$ cat src/rtl/riscv_pkg.sv
// riscv_pkg
// Shared RV32 decode definitions: base opcodes, the immediate-format select
// encoding, the packed control bundle carried by every decoded instruction,
// the decode-stage buffer states and the canonical NOP encoding.
package riscv_pkg;

  localparam logic [6:0] OP_LOAD   = 7'b0000011;
  localparam logic [6:0] OP_STORE  = 7'b0100011;
  localparam logic [6:0] OP_RTYPE  = 7'b0110011;
  localparam logic [6:0] OP_BRANCH = 7'b1100011;
  localparam logic [6:0] OP_IALU   = 7'b0010011;
  localparam logic [6:0] OP_JAL    = 7'b1101111;

  // addi x0, x0, 0
  localparam logic [31:0] INSTR_NOP = 32'h0000_0013;

  typedef enum logic [1:0] {
    IMM_I = 2'b00,
    IMM_S = 2'b01,
    IMM_B = 2'b10,
    IMM_J = 2'b11
  } immsrc_e;

  typedef struct packed {
    immsrc_e    immsrc;
    logic       regwrite;
    logic       alusrc;
    logic       memwrite;
    logic       branch;
    logic       jump;
    logic [1:0] resultsrc;
    logic [1:0] aluop;
  } ctrl_t;

  localparam ctrl_t CTRL_NONE = '0;

  // Buffer occupancy: number of held instructions.
  typedef enum logic [1:0] {
    ST_EMPTY = 2'b00,
    ST_ONE   = 2'b01,
    ST_TWO   = 2'b10
  } dec_state_e;

endpackage

$ cat src/rtl/maindec.sv
// maindec
// Combinational opcode-to-control decoder for the decode stage.
// Optional macro: DECODE_ILLEGAL_TRAP_EN adds illegal_o.
// Ports:
//   opcode_i  [6:0]  instruction opcode field
//   ctrl_o    ctrl_t decoded control bundle (all zero for unknown opcodes)
//   illegal_o 1      opcode is not one of the supported instructions (macro only)
import riscv_pkg::*;

module maindec (
  input  logic [6:0] opcode_i,
`ifdef DECODE_ILLEGAL_TRAP_EN
  output logic       illegal_o,
`endif
  output ctrl_t      ctrl_o
);

`ifdef DECODE_ILLEGAL_TRAP_EN
  logic illegal;
  assign illegal_o = illegal;
`endif

  always_comb begin
    ctrl_o = CTRL_NONE;
`ifdef DECODE_ILLEGAL_TRAP_EN
    illegal = 1'b0;
`endif
    case (opcode_i)
      OP_LOAD: begin
        ctrl_o.immsrc    = IMM_I;
        ctrl_o.regwrite  = 1'b1;
        ctrl_o.alusrc    = 1'b1;
        ctrl_o.resultsrc = 2'b01;
        ctrl_o.aluop     = 2'b00;
      end
      OP_STORE: begin
        ctrl_o.immsrc    = IMM_S;
        ctrl_o.memwrite  = 1'b1;
        ctrl_o.alusrc    = 1'b1;
        ctrl_o.aluop     = 2'b00;
      end
      OP_RTYPE: begin
        ctrl_o.immsrc    = IMM_I;
        ctrl_o.regwrite  = 1'b1;
        ctrl_o.aluop     = 2'b10;
      end
      OP_BRANCH: begin
        ctrl_o.immsrc    = IMM_B;
        ctrl_o.branch    = 1'b1;
        ctrl_o.aluop     = 2'b01;
      end
      OP_IALU: begin
        ctrl_o.immsrc    = IMM_I;
        ctrl_o.regwrite  = 1'b1;
        ctrl_o.alusrc    = 1'b1;
        ctrl_o.aluop     = 2'b10;
      end
      OP_JAL: begin
        ctrl_o.immsrc    = IMM_J;
        ctrl_o.regwrite  = 1'b1;
        ctrl_o.jump      = 1'b1;
        ctrl_o.resultsrc = 2'b10;
      end
      default: begin
        // Unknown opcode: no architectural side effect.
        ctrl_o = CTRL_NONE;
`ifdef DECODE_ILLEGAL_TRAP_EN
        illegal = 1'b1;
`endif
      end
    endcase
  end

endmodule

$ cat src/rtl/decode_stage.sv
// decode_stage
// Two-entry in-order skid buffer between fetch and execute. Instructions are
// decoded as they are captured and the controls are stored with the entry, so
// every output comes straight from a register. The head entry drives outputs.
// Optional macro: DECODE_ILLEGAL_TRAP_EN adds the 'illegal' output.
//
// Handshake: a transfer happens on a rising edge where valid && ready are both
// high on that side. in_ready is registered and low only when both entries are
// full; out_valid is high whenever at least one entry is held. Neither ready
// depends combinationally on the other side's valid.
//
// Ports:
//   clk, reset_n           clock, synchronous active-low reset
//   in_valid/in_ready      fetch-side handshake
//   instr_i, pc_i          fetched instruction and its pc
//   flush                  drop all held and same-cycle incoming instructions
//   out_valid/out_ready    execute-side handshake
//   instr_o, pc_o          head instruction and pc
//   immsrc .. aluop        head decoded controls
//   illegal                head opcode unsupported (macro only)
//   dbg_state_o            buffer state for observation
import riscv_pkg::*;

module decode_stage #(
  parameter int XLEN = 32
) (
  input  logic            clk,
  input  logic            reset_n,
  input  logic            in_valid,
  output logic            in_ready,
  input  logic [31:0]     instr_i,
  input  logic [XLEN-1:0] pc_i,
  input  logic            flush,
  output logic            out_valid,
  input  logic            out_ready,
  output logic [31:0]     instr_o,
  output logic [XLEN-1:0] pc_o,
  output logic [1:0]      immsrc,
  output logic            regwrite,
  output logic            alusrc,
  output logic            memwrite,
  output logic            branch,
  output logic            jump,
  output logic [1:0]      resultsrc,
  output logic [1:0]      aluop,
`ifdef DECODE_ILLEGAL_TRAP_EN
  output logic            illegal,
`endif
  output logic [1:0]      dbg_state_o
);

  dec_state_e state_q, state_d;
  logic       in_ready_q, in_ready_d;

  logic [31:0]     head_instr_q, head_instr_d, tail_instr_q, tail_instr_d;
  logic [XLEN-1:0] head_pc_q, head_pc_d, tail_pc_q, tail_pc_d;
  ctrl_t           head_ctrl_q, head_ctrl_d, tail_ctrl_q, tail_ctrl_d;
  ctrl_t           dec_ctrl;

`ifdef DECODE_ILLEGAL_TRAP_EN
  logic head_ill_q, head_ill_d, tail_ill_q, tail_ill_d;
  logic dec_ill;
`endif

  logic accept;
  logic release_w;

  // Decode on the input path so the controls are ready at capture.
  maindec u_maindec (
    .opcode_i  (instr_i[6:0]),
`ifdef DECODE_ILLEGAL_TRAP_EN
    .illegal_o (dec_ill),
`endif
    .ctrl_o    (dec_ctrl)
  );

  assign accept    = in_valid && in_ready_q;
  assign release_w = (state_q != ST_EMPTY) && out_ready;

  always_comb begin
    state_d      = state_q;
    head_instr_d = head_instr_q;
    head_pc_d    = head_pc_q;
    head_ctrl_d  = head_ctrl_q;
    tail_instr_d = tail_instr_q;
    tail_pc_d    = tail_pc_q;
    tail_ctrl_d  = tail_ctrl_q;
`ifdef DECODE_ILLEGAL_TRAP_EN
    head_ill_d   = head_ill_q;
    tail_ill_d   = tail_ill_q;
`endif

    if (flush) begin
      // Flush wins over everything, including a same-cycle accept.
      state_d      = ST_EMPTY;
      head_instr_d = INSTR_NOP;
      head_pc_d    = '0;
      head_ctrl_d  = CTRL_NONE;
`ifdef DECODE_ILLEGAL_TRAP_EN
      head_ill_d   = 1'b0;
`endif
    end else begin
      case (state_q)
        ST_EMPTY: begin
          if (accept) begin
            state_d      = ST_ONE;
            head_instr_d = instr_i;
            head_pc_d    = pc_i;
            head_ctrl_d  = dec_ctrl;
`ifdef DECODE_ILLEGAL_TRAP_EN
            head_ill_d   = dec_ill;
`endif
          end
        end
        ST_ONE: begin
          if (accept && release_w) begin
            // Head leaves and the new instruction takes its place.
            head_instr_d = instr_i;
            head_pc_d    = pc_i;
            head_ctrl_d  = dec_ctrl;
`ifdef DECODE_ILLEGAL_TRAP_EN
            head_ill_d   = dec_ill;
`endif
          end else if (accept) begin
            state_d      = ST_TWO;
            tail_instr_d = instr_i;
            tail_pc_d    = pc_i;
            tail_ctrl_d  = dec_ctrl;
`ifdef DECODE_ILLEGAL_TRAP_EN
            tail_ill_d   = dec_ill;
`endif
          end else if (release_w) begin
            state_d = ST_EMPTY;
          end
        end
        ST_TWO: begin
          // in_ready is low here, so only a release can occur.
          if (release_w) begin
            state_d      = ST_ONE;
            head_instr_d = tail_instr_q;
            head_pc_d    = tail_pc_q;
            head_ctrl_d  = tail_ctrl_q;
`ifdef DECODE_ILLEGAL_TRAP_EN
            head_ill_d   = tail_ill_q;
`endif
          end
        end
        default: state_d = ST_EMPTY;
      endcase
    end

    in_ready_d = (state_d != ST_TWO);
  end

  always_ff @(posedge clk) begin
    if (!reset_n) begin
      state_q      <= ST_EMPTY;
      in_ready_q   <= 1'b1;
      head_instr_q <= INSTR_NOP;
      head_pc_q    <= '0;
      head_ctrl_q  <= CTRL_NONE;
      tail_instr_q <= INSTR_NOP;
      tail_pc_q    <= '0;
      tail_ctrl_q  <= CTRL_NONE;
`ifdef DECODE_ILLEGAL_TRAP_EN
      head_ill_q   <= 1'b0;
      tail_ill_q   <= 1'b0;
`endif
    end else begin
      state_q      <= state_d;
      in_ready_q   <= in_ready_d;
      head_instr_q <= head_instr_d;
      head_pc_q    <= head_pc_d;
      head_ctrl_q  <= head_ctrl_d;
      tail_instr_q <= tail_instr_d;
      tail_pc_q    <= tail_pc_d;
      tail_ctrl_q  <= tail_ctrl_d;
`ifdef DECODE_ILLEGAL_TRAP_EN
      head_ill_q   <= head_ill_d;
      tail_ill_q   <= tail_ill_d;
`endif
    end
  end

  assign in_ready    = in_ready_q;
  assign out_valid   = (state_q != ST_EMPTY);
  assign instr_o     = head_instr_q;
  assign pc_o        = head_pc_q;
  assign immsrc      = head_ctrl_q.immsrc;
  assign regwrite    = head_ctrl_q.regwrite;
  assign alusrc      = head_ctrl_q.alusrc;
  assign memwrite    = head_ctrl_q.memwrite;
  assign branch      = head_ctrl_q.branch;
  assign jump        = head_ctrl_q.jump;
  assign resultsrc   = head_ctrl_q.resultsrc;
  assign aluop       = head_ctrl_q.aluop;
  assign dbg_state_o = state_q;
`ifdef DECODE_ILLEGAL_TRAP_EN
  assign illegal     = head_ill_q;
`endif

endmodule

$ cat config.mk
export PLATFORM = sky130hd
export DESIGN_NAME = decode_stage
export DESIGN_NICKNAME = d
export VERILOG_FILES = /design/src/rtl/riscv_pkg.sv /design/src/rtl/maindec.sv /design/src/rtl/decode_stage.sv
export SDC_FILE = /design/constraint.sdc
export NUM_CORES = 1
export LEC_CHECK = 0
export BUFFER_PORTS_ARGS = -buffer_cell sky130_fd_sc_hd__buf_2
export CORE_MARGIN = 5
export CORE_UTILIZATION = 54
export DETAILED_ROUTE_END_ITERATION = 12
export GPL_TIMING_DRIVEN = 0
export PLACE_DENSITY = 0.76
export SYNTH_ARGS = -nofsm -noshare
export SYNTH_HDL_FRONTEND = slang
export SYNTH_HIERARCHICAL = 1
export SYNTH_SLANG_ARGS = --single-unit
$ cat constraint.sdc
create_clock -name clk -period 2 [get_ports clk]
set_input_delay 0.1 -clock clk [delete_from_list [all_inputs] [get_ports clk]]
set_output_delay 0.1 -clock clk [all_outputs]
set_load 0.03 [all_outputs]
==> reports/qor.yml <==
run_status:
  status: "finished, final reports clean"
logic_synthesis:
  synth_common_cells: "dfxtp_1, nand2_1, nor2_1"
  yosysSeqAreaShare_pct: 48.33
  ys_ff_latch: 153
  ys_top_cells_by_area: "dfxtp_1, mux2i_1, nand2_1"
  synth-main-ff-cell: "dfxtp_1"
  synth_nets: 768
  syn_area_per_cell_sq_um: 9.066
  synthDistinctLibCells: 33
  syn_area_sq_um: 6337
  synth_most_common_cell: "dfxtp_1"
  synth_edf_count: 0
  synth_top_area_cell: "dfxtp_1"
  synth_top_area_share_pct: 48.33
  yosysWarnings: 6
  syn-instance-count: 699
  synthArstFlopShare_pct: 0
timing:
  finalSetupTns_ps: 0
  setup_viol: 0
  max_freq_mhz: 542.2
  period_needed_ps: 1844
  worst_pin_slew_ps: 547.5
  finalHoldViolations: 0
  relSlewSlack_pct: 63.50
  skew_ps: 7.333
  drv_slew: 0
  min_period_over_period_pct: 92.22
  rsz0062_at_grt: "no"
pwr:
  power_density_nw_per_um2: 865.7
  ir_drop_mv: 0.6356
  p_leak_nw: 4.008
floorplan:
  std_cell_rows: 39
  ios: 148
  die-area_sq_um: 14000
  coreArea_sq_um: 11470
  start_util_pct: 55.26
  dieWidth_microns: 118.3
  die_y_microns: 118.3
min_path:
  holdPathStages: 3
  hold_class: "input port to flip-flop"
setup_path:
  slowest_delay_ps: 420
  ff2ff_path_depth: 5
  criticalPathCategory: "flip-flop to flip-flop"
  end_kind: "flip-flop"
  arrival_ps: 2120
  crit_chain: "nor2b_2 -> o31ai_4 -> buf_4 -> clkbuf_1 -> a211oi_1"
  required_ps: 2280
  cpMaxStageDelayCell: "clkbuf_1"
  startpoint_type: "flip-flop"
  crit_fanout: 10
grt:
  overflow: 0
  antenna_found_initial: 1
  grt_max_degree: 17
  grt_pass1_wl_microns: 28900
  grt_pass1_vias: 5884
  grt_usage_pct: 25.40
drt:
  routedWlPerCell_microns: 16.39
  num_vias: 5862
  via_per_inst: 5.403
  antenna_left: 0
  drc: 0
  wl_microns: 17780
  dr.pass1.iters: 5
  drtIter0Drc: 273
clock_tree:
  cts_root_buf: "clkbuf_16"
  cts_made_buffers: 17
  cts_buffer_depth: 2
  tritoncts: "done"
  path_clk_slew_ps: 60
  htreeDepth: 4
  cts_sinks: 153
  clock_latency_ps: 430
layout:
  stdcell_area_sq_um: 8528
  area_delta_synth_final_pct: 34.57
  drive_above_1_share_pct: 23.78
  nets: 998
  n_antenna_cell: 0
placement:
  dpl_cell_area_sq_um: 7252
  dp_hpwl_microns: 12170
  gp_congestion: 0.8466
  io_buffers: 147
flow_run:
  max_cap_violations: 0
[registers in the layout, indices dropped and copies added (netlist names), 2 cells and up]
name,flops
tail_pc_q,32
tail_ctrl_q,11
aluop,2
tail_instr_q,32
resultsrc,2
dbg_state_o,2
immsrc,2
pc_o,32
instr_o,32
[placed cells by master, fill, tap and decap left out, types with 3 or more instances in the layout]
cell	Yosys	routed
a211oi_1	72	72
a21boi_0	45	45
a21boi_1	27	27
a31oi_1	3	3
buf_2	23	170
buf_4	14	14
bufinv_16	0	3
clkbuf_1	22	23
clkbuf_16	0	17
clkbuf_8	0	7
clkinv_2	0	4
dfxtp_1	153	153
dlygate4sd3_1	0	64
mux2i_1	76	76
nand2_1	152	152
nand3_1	5	5
nor2_1	78	78
nor3_1	5	5
[cell type report]
type | count | area [sq um]
sequential | 153 | 3063
multi-input combinational | 485 | 2964
fill | 813 | 2939
timing repair buffer | 211 | 1376
clock buffer | 25 | 525.5
buffer | 59 | 302.8
tap | 143 | 178.9
clock inverter | 7 | 110.1
inverter | 2 | 7.507
[layer usage]
| layer | GRT usage, % | vias up | wire length (microns) |
|---|---|---|---|
| met5 | 0 | - | 7 |
| met4 | 10.61 | 2 | 445 |
| met3 | 7.689 | 38 | 1278 |
| met2 | 42.62 | 190 | 8707 |
| met1 | 30.24 | 2774 | 7342 |
| li1 | - | 2858 | - |
[worst max-delay path, delay by kind of cell (launching register included)]
family | cells | cell delay [ps]
AO/OA/AOI/OAI | 2 | 460
buffers and inverters | 2 | 680
flip-flops | 1 | 350
AND/OR/NAND/NOR | 1 | 200
[power breakdown]
group	leakage (nW)	switching [mW]	internal (mW)
sequential	1.24	0.0477	3.13
clock	0.319	1.20	2.19
combinational	2.45	0.489	0.325
total	4.01	1.74	5.64
[metrics by stage]
| step | worst slack [ps] | util, % | hold slack (ps) | std cells | total power, mW |
|---|---|---|---|---|---|
| 4_1_cts | 182.9 | 74.37 | 3.853 | 1085 | 7.413 |
| 5_1_grt | 57.59 | 74.37 | 42.99 | 1085 | 7.635 |
| 6_report | 155.6 | 74.37 | 19.39 | 1085 | 7.383 |
| 3_3_place_gp | 228.5 | 63.24 | 352.4 | 989 | 3.933 |
| 2_1_floorplan | 342.8 | - | 224.2 | 699 | 3.681 |
| 3_5_place_dp | 192.2 | 63.24 | 360.3 | 989 | 3.952 |
[worst paths after layout]
check	start	to	slack (ps)
worst max-delay path	dbg_state_o[0]$_SDFF_PN0_	pc_o[10]$_SDFFE_PP0P_	160
worst min-delay path	flush	instr_o[0]$_SDFFE_PP1P_	20
worst min register to register	tail_pc_q[5]$_SDFFE_PN0P_	tail_pc_q[5]$_SDFFE_PN0P_	450
worst max register to register	dbg_state_o[0]$_SDFF_PN0_	pc_o[10]$_SDFFE_PP0P_	160
[what timing repair did]
action                    4_1_cts  5_1_grt
hold endpoints to repair       64        0
gates resized for setup         0        0
hold buffers                   64        0
setup buffers                   0        0
[cells by family after synthesis]
logic type | after synthesis | synth area share (%)
simple gates | 254 | 16.27
mux | 76 | 12.00
flops | 153 | 48.33
buf+inv | 61 | 4.896
xor+xnor | 1 | 0.1382
compound gates | 154 | 18.36
Power figures use the tool's default switching activity.
